`src/rtl/uart_rx_oversample.sv`:
```
// rtl/uart_rx_oversample.sv - UART 8N1 receiver with 3-sample majority vote and valid/ready output
module uart_rx_oversample #(
    parameter int CLKS_PER_BIT = 16
) (
    input  logic       clk,
    input  logic       rst,
    input  logic       rx_en,
    input  logic       rx_line,
    output logic [7:0] rx_data,
    output logic       rx_valid,
    input  logic       rx_ready,
    output logic       frame_err,
    output logic       overrun,
    output logic       busy
);

    localparam int CW  = (CLKS_PER_BIT > 2) ? $clog2(CLKS_PER_BIT) : 1;
    localparam int MID = CLKS_PER_BIT / 2;

    localparam logic [CW-1:0] CNT_MIDM1 = CW'(MID - 1);
    localparam logic [CW-1:0] CNT_MID   = CW'(MID);
    localparam logic [CW-1:0] CNT_MIDP1 = CW'(MID + 1);
    localparam logic [CW-1:0] CNT_LAST  = CW'(CLKS_PER_BIT - 1);

    typedef enum logic [1:0] {
        S_IDLE,
        S_START,
        S_DATA,
        S_STOP
    } state_t;

    state_t        state_q, state_d;
    logic          sync1_q, sync1_d;
    logic          rx_s_q, rx_s_d;
    logic          rx_prev_q, rx_prev_d;
    logic [CW-1:0] cnt_q, cnt_d;
    logic [1:0]    samp_q, samp_d;
    logic [2:0]    idx_q, idx_d;
    logic [7:0]    shift_q, shift_d;
    logic [7:0]    rx_data_q, rx_data_d;
    logic          rx_valid_q, rx_valid_d;
    logic          frame_err_q, frame_err_d;
    logic          overrun_q, overrun_d;
    logic          busy_q, busy_d;

    logic          vote;
    logic          at_vote;
    logic          cnt_last;
    logic          deliver;

    // The third vote sample is the live synchronised line at MID+1.
    assign vote     = (samp_q[0] & samp_q[1]) | (samp_q[0] & rx_s_q) | (samp_q[1] & rx_s_q);
    assign at_vote  = (cnt_q == CNT_MIDP1);
    assign cnt_last = (cnt_q == CNT_LAST);

    always_comb begin
        state_d     = state_q;
        sync1_d     = rx_line;
        rx_s_d      = sync1_q;
        rx_prev_d   = rx_s_q;
        cnt_d       = cnt_last ? '0 : cnt_q + 1'b1;
        samp_d      = samp_q;
        idx_d       = idx_q;
        shift_d     = shift_q;
        rx_data_d   = rx_data_q;
        rx_valid_d  = rx_valid_q;
        frame_err_d = 1'b0;
        overrun_d   = 1'b0;
        deliver     = 1'b0;

        if (cnt_q == CNT_MIDM1) samp_d[0] = rx_s_q;
        if (cnt_q == CNT_MID)   samp_d[1] = rx_s_q;

        case (state_q)
            S_IDLE: begin
                cnt_d = '0;
                if (rx_en && rx_prev_q && !rx_s_q) state_d = S_START;
            end
            S_START: begin
                if (at_vote && vote) begin
                    state_d = S_IDLE;
                end else if (cnt_last) begin
                    state_d = S_DATA;
                    idx_d   = 3'd0;
                end
            end
            S_DATA: begin
                if (at_vote) shift_d[idx_q] = vote;
                if (cnt_last) begin
                    if (idx_q == 3'd7) state_d = S_STOP;
                    else               idx_d   = idx_q + 3'd1;
                end
            end
            S_STOP: begin
                // Leave at mid-stop so the next start edge is caught with margin.
                if (at_vote) begin
                    state_d = S_IDLE;
                    if (vote) deliver     = 1'b1;
                    else      frame_err_d = 1'b1;
                end
            end
            default: state_d = S_IDLE;
        endcase

        if (state_q != S_IDLE && !rx_en) begin
            state_d     = S_IDLE;
            deliver     = 1'b0;
            frame_err_d = 1'b0;
        end

        if (deliver) begin
            if (!rx_valid_q) begin
                rx_data_d  = shift_q;
                rx_valid_d = 1'b1;
            end else if (rx_ready) begin
                rx_data_d  = shift_q;
            end else begin
                overrun_d  = 1'b1;
            end
        end else if (rx_valid_q && rx_ready) begin
            rx_valid_d = 1'b0;
        end

        busy_d = (state_d != S_IDLE);
    end

    always_ff @(posedge clk) begin
        if (rst) begin
            state_q     <= S_IDLE;
            sync1_q     <= 1'b1;
            rx_s_q      <= 1'b1;
            rx_prev_q   <= 1'b1;
            cnt_q       <= '0;
            samp_q      <= 2'b00;
            idx_q       <= 3'd0;
            shift_q     <= 8'h00;
            rx_data_q   <= 8'h00;
            rx_valid_q  <= 1'b0;
            frame_err_q <= 1'b0;
            overrun_q   <= 1'b0;
            busy_q      <= 1'b0;
        end else begin
            state_q     <= state_d;
            sync1_q     <= sync1_d;
            rx_s_q      <= rx_s_d;
            rx_prev_q   <= rx_prev_d;
            cnt_q       <= cnt_d;
            samp_q      <= samp_d;
            idx_q       <= idx_d;
            shift_q     <= shift_d;
            rx_data_q   <= rx_data_d;
            rx_valid_q  <= rx_valid_d;
            frame_err_q <= frame_err_d;
            overrun_q   <= overrun_d;
            busy_q      <= busy_d;
        end
    end

    assign rx_data   = rx_data_q;
    assign rx_valid  = rx_valid_q;
    assign frame_err = frame_err_q;
    assign overrun   = overrun_q;
    assign busy      = busy_q;

endmodule
```
`config.mk`:
```
export PLATFORM = sky130hd
export DESIGN_NAME = uart_rx_oversample
export DESIGN_NICKNAME = d
export VERILOG_FILES = /design/src/rtl/uart_rx_oversample.sv
export SDC_FILE = /design/constraint.sdc
export NUM_CORES = 1
export LEC_CHECK = 0
export ABC_AREA = 1
export CELL_PAD_IN_SITES_DETAIL_PLACEMENT = 1
export CELL_PAD_IN_SITES_GLOBAL_PLACEMENT = 1
export CORE_MARGIN = 2
export CORE_UTILIZATION = 43
export DETAILED_ROUTE_END_ITERATION = 8
export GPL_ROUTABILITY_DRIVEN = 0
export HOLD_SLACK_MARGIN = 0.12
export PLACE_DENSITY_LB_ADDON = 0.08
export RECOVER_POWER = 25
export SETUP_SLACK_MARGIN = 0.2
export SLEW_MARGIN = 0
export SYNTH_ARGS = -nofsm -noshare
export SYNTH_HDL_FRONTEND = slang
export SYNTH_SLANG_ARGS = --single-unit
export TNS_END_PERCENT = 20
```
`constraint.sdc`:
```
create_clock -name clk -period 4.3 [get_ports clk]
set_clock_uncertainty 0.15 [all_clocks]
set_input_delay 0.43 -clock clk [delete_from_list [all_inputs] [get_ports clk]]
set_output_delay 0.43 -clock clk [all_outputs]
set_load 0.01 [all_outputs]
```
==> summary.txt <==
Status
  – Outcome: completed

STA
  – Slew Limit Fails: 0
  – Normalized max-slew margin: 0.301
  – Worst hold slack: 0.290 ns
  – Fmax: 457 MHz
  – Sum Neg Setup Slack: 0 ns
  – Fin. Hold Viols: 0
  – Final min period: 2.19 ns
  – RSZ-0062 raised after global routing: false
  – Least-Margin Pin Slew: 1.04 ns
  – Post-route clock period utilization: 0.509
  – Final setup fails: 0

Critical path
  – CP max FO: 17
  – CP Launch Type: register
  – Crit path DAT: 2.28 ns
  – Crit Path Category: register to register
  – Type of destination of the critical path: register
  – Required time worst endpoint: 4.39 ns

Clocking
  – Setup bufs post-CTS: 0
  – Root buffer selected by CTS: clkbuf_4
  – Clk Latency, worst-skew pair: 0.32 ns
  – Number of gates resized after cts: 0
  – Clk buf depth: 2
  – Clk slew on worst S/H paths: 0.09 ns
  – CTS Hold Bufs: 0
  – # H-tree levels: 2
  – Num CTS Buffers: 5
  – CTS tree: built
  – Clock Sinks: 34

Drt
  – 1st-pass router iterations: 4
  – Vias: 1366
  – Post-route DRC: 0
  – Vias per cell: 4.95
  – Antenna-violating nets left: 0
  – DR WL/cell: 12.2 um
  – Total Wirelength: 3380 um
  – Iter 0 DRT Violations: 73

Power and ir drop
  – P per Cell Area: 291 nW/um^2
  – Leakage: 0.719 nW
  – VDD IR max: 0.000224 V

Yosys
  – Yosys Warn Count: 0
  – Cell Area, Synth: 1570 sq um
  – Share of the synthesized area in the top cell type: 0.435
  – Seq/Total Area, Yosys: 0.435
  – Leading area contributor after synthesis: dfxtp_1
  – Syn_nets: 222
  – Unique masters post-synth: 27
  – Cells after Synth: 212
  – Synth Register Bits: 34
  – Synthesized area per cell: 7.39 sq um
  – Top post-synthesis cells by area: dfxtp_1 43%, nand2_1 9.6%, inv_1 7.4%, nand3_1 7.3%, nor2_1 6.9%

Layout
  – Number of diodes: 0
  – Layout fillers: 465
  – Area Growth Syn to Fin: 13.4%
  – Post-layout nets: 241
  – Share of layout cells above drive strength 1: 0.0652

Global route
  – First-pass GRT wire length: 6040 um
  – Total Routing Usage GR: 0.184
  – Antenna violations before repair: 0
  – Final global-route overflow total: 0
  – Number of global-route vias before repair: 1334
  – Largest net degree at the start of global routing: 22

Min path
  – Hold Path Class: register to register

Run
  – Max-Cap Viols: 0

Floorplan
  – # IOs: 17
  – Initial core utilization: 0.459
  – FP Rows: 21
  – Core box area: 3420 sq um
  – Die ar.: 4140 sq um
  – Die Ht: 64.4 um
  – Die Wd: 64.4 um

Place
  – Half-perimeter wire length after detailed placement: 2600 um
  – I/O Buffers: 16
==> synth_stat cells <==
| library cell | count |
|---|---|
| nor2_8 | 1 |
| nor3_4 | 1 |
| a21oi_1 | 21 |
| inv_2 | 3 |
| ha_1 | 5 |
| o211ai_1 | 1 |
| o21ai_0 | 5 |
| nor2_1 | 29 |
| buf_4 | 1 |
| dfxtp_1 | 34 |
| xnor2_1 | 1 |
| buf_8 | 1 |
| nand3_4 | 1 |
| or2_2 | 2 |
| nand3_1 | 23 |
| nand2_1 | 40 |
| nor3_1 | 1 |
| clkinv_1 | 1 |
| o21ai_1 | 1 |
| nand3_2 | 1 |
| nor2_4 | 2 |
| o21bai_1 | 1 |
| a21oi_2 | 1 |
| nand4_1 | 1 |
| nor3_2 | 1 |
| inv_1 | 31 |
| clkbuf_1 | 2 |
==> flip-flops by register name, summed over array words and instances (netlist names) <==
signal / cells
state_q: 2
idx_q: 3
frame_err: 1
rx_data: 8
shift_q: 8
rx_valid: 1
rx_s_d: 1
rx_prev_d: 1
cnt_q: 4
busy: 1
samp_q: 2
overrun: 1
rx_prev_q: 1
==> layout by cell type (no fill, tap or decap) <==
cell type | Yosys | layout
a21oi_1 | 21 | 21
a21oi_2 | 1 | 1
clkbuf_4 | 0 | 5
clkbuf_8 | 0 | 1
clkdlybuf4s50_1 | 0 | 15
clkinv_1 | 1 | 1
dfxtp_1 | 34 | 34
dlygate4sd3_1 | 0 | 1
ha_1 | 5 | 5
inv_1 | 31 | 32
inv_2 | 3 | 2
nand2_1 | 40 | 40
nand3_1 | 23 | 24
nand3_4 | 1 | 1
nand4_1 | 1 | 1
nor2_1 | 29 | 31
nor2_4 | 2 | 1
nor3_1 | 1 | 1
nor3_2 | 1 | 1
nor3_4 | 1 | 1
o211ai_1 | 1 | 1
o21ai_0 | 5 | 5
o21ai_1 | 1 | 1
o21bai_1 | 1 | 1
or2_2 | 2 | 2
xnor2_1 | 1 | 1
==> metrics by stage <==
| stage | setup WS (ns) | total power, mW | cells | cell area [sq um] | utilization |
|---|---|---|---|---|---|
| final | 2.11 | 0.517 | 276 | 1780 | 0.520 |
| after global routing | 1.90 | 0.543 | 276 | 1780 | 0.520 |
| after CTS | 2.28 | 0.523 | 276 | 1810 | 0.529 |
| after detailed placement | 1.94 | 0.353 | 270 | 1750 | 0.514 |
| after global placement | 2.05 | 0.352 | 270 | 1750 | 0.514 |
| after floorplan | 2.85 | 0.342 | 212 | 1570 | - |
==> area by class of cell <==
class	instances	area [sq um]	area share
Multi-Input combinational cell	139	696	0.392
Clock buffer	6	51.3	0.0289
Sequential cell	34	681	0.383
Tap cell	46	57.6	0.0324
Timing Repair Buffer	16	160	0.0901
Inverter	35	131	0.0739
==> report_power, final <==
part / internal, mW / total [mW] / switching [mW]
combinational: 0.0103 / 0.0252 / 0.0149
sequential: 0.318 / 0.320 / 0.00223
clock: 0.0737 / 0.172 / 0.0981
total: 0.402 / 0.517 / 0.115
==> cells by family after synthesis <==
kind of cell               count (synthesis)  share of synthesized area
and+or+nand+nor                          103                      0.315
buffers and inverters                     39                      0.103
DFF                                       34                      0.435
AOI/OAI and AO/OA                         30                      0.101
adders and majority gates                  5                     0.0399
xor gates and xnor gates                   1                    0.00559
==> worst max-delay path, cell delays in order, from the launching register on <==
cell     delay (ns)
dfxtp_1        0.42
ha_1           0.24
nand3_4        0.10
nor2_1         0.81
inv_1          0.23
nor3_2         0.17
==> path summary, 6_finish.rpt <==
kind / startpoint / to / slack, ns / cells past startpoint
worst min register to register: rx_s_d / rx_prev_d / 0.29 / 1
worst max-delay path: cnt_q[0] / overrun / 2.11 / 5
worst max register to register: cnt_q[0] / overrun / 2.11 / 5
worst min-delay path: rx_s_d / rx_prev_d / 0.29 / 1
==> routing by layer <==
metal / share of wire / wire (um) / track usage
met1: 0.49 / 1640 / 0.238
met2: 0.47 / 1580 / 0.306
met3: 0.036 / 121 / 0.0493
met4: 0.0095 / 32 / 0.0399
met5: 0 / 0 / 0
No activity file was read; power rests on OpenSTA's default activity.
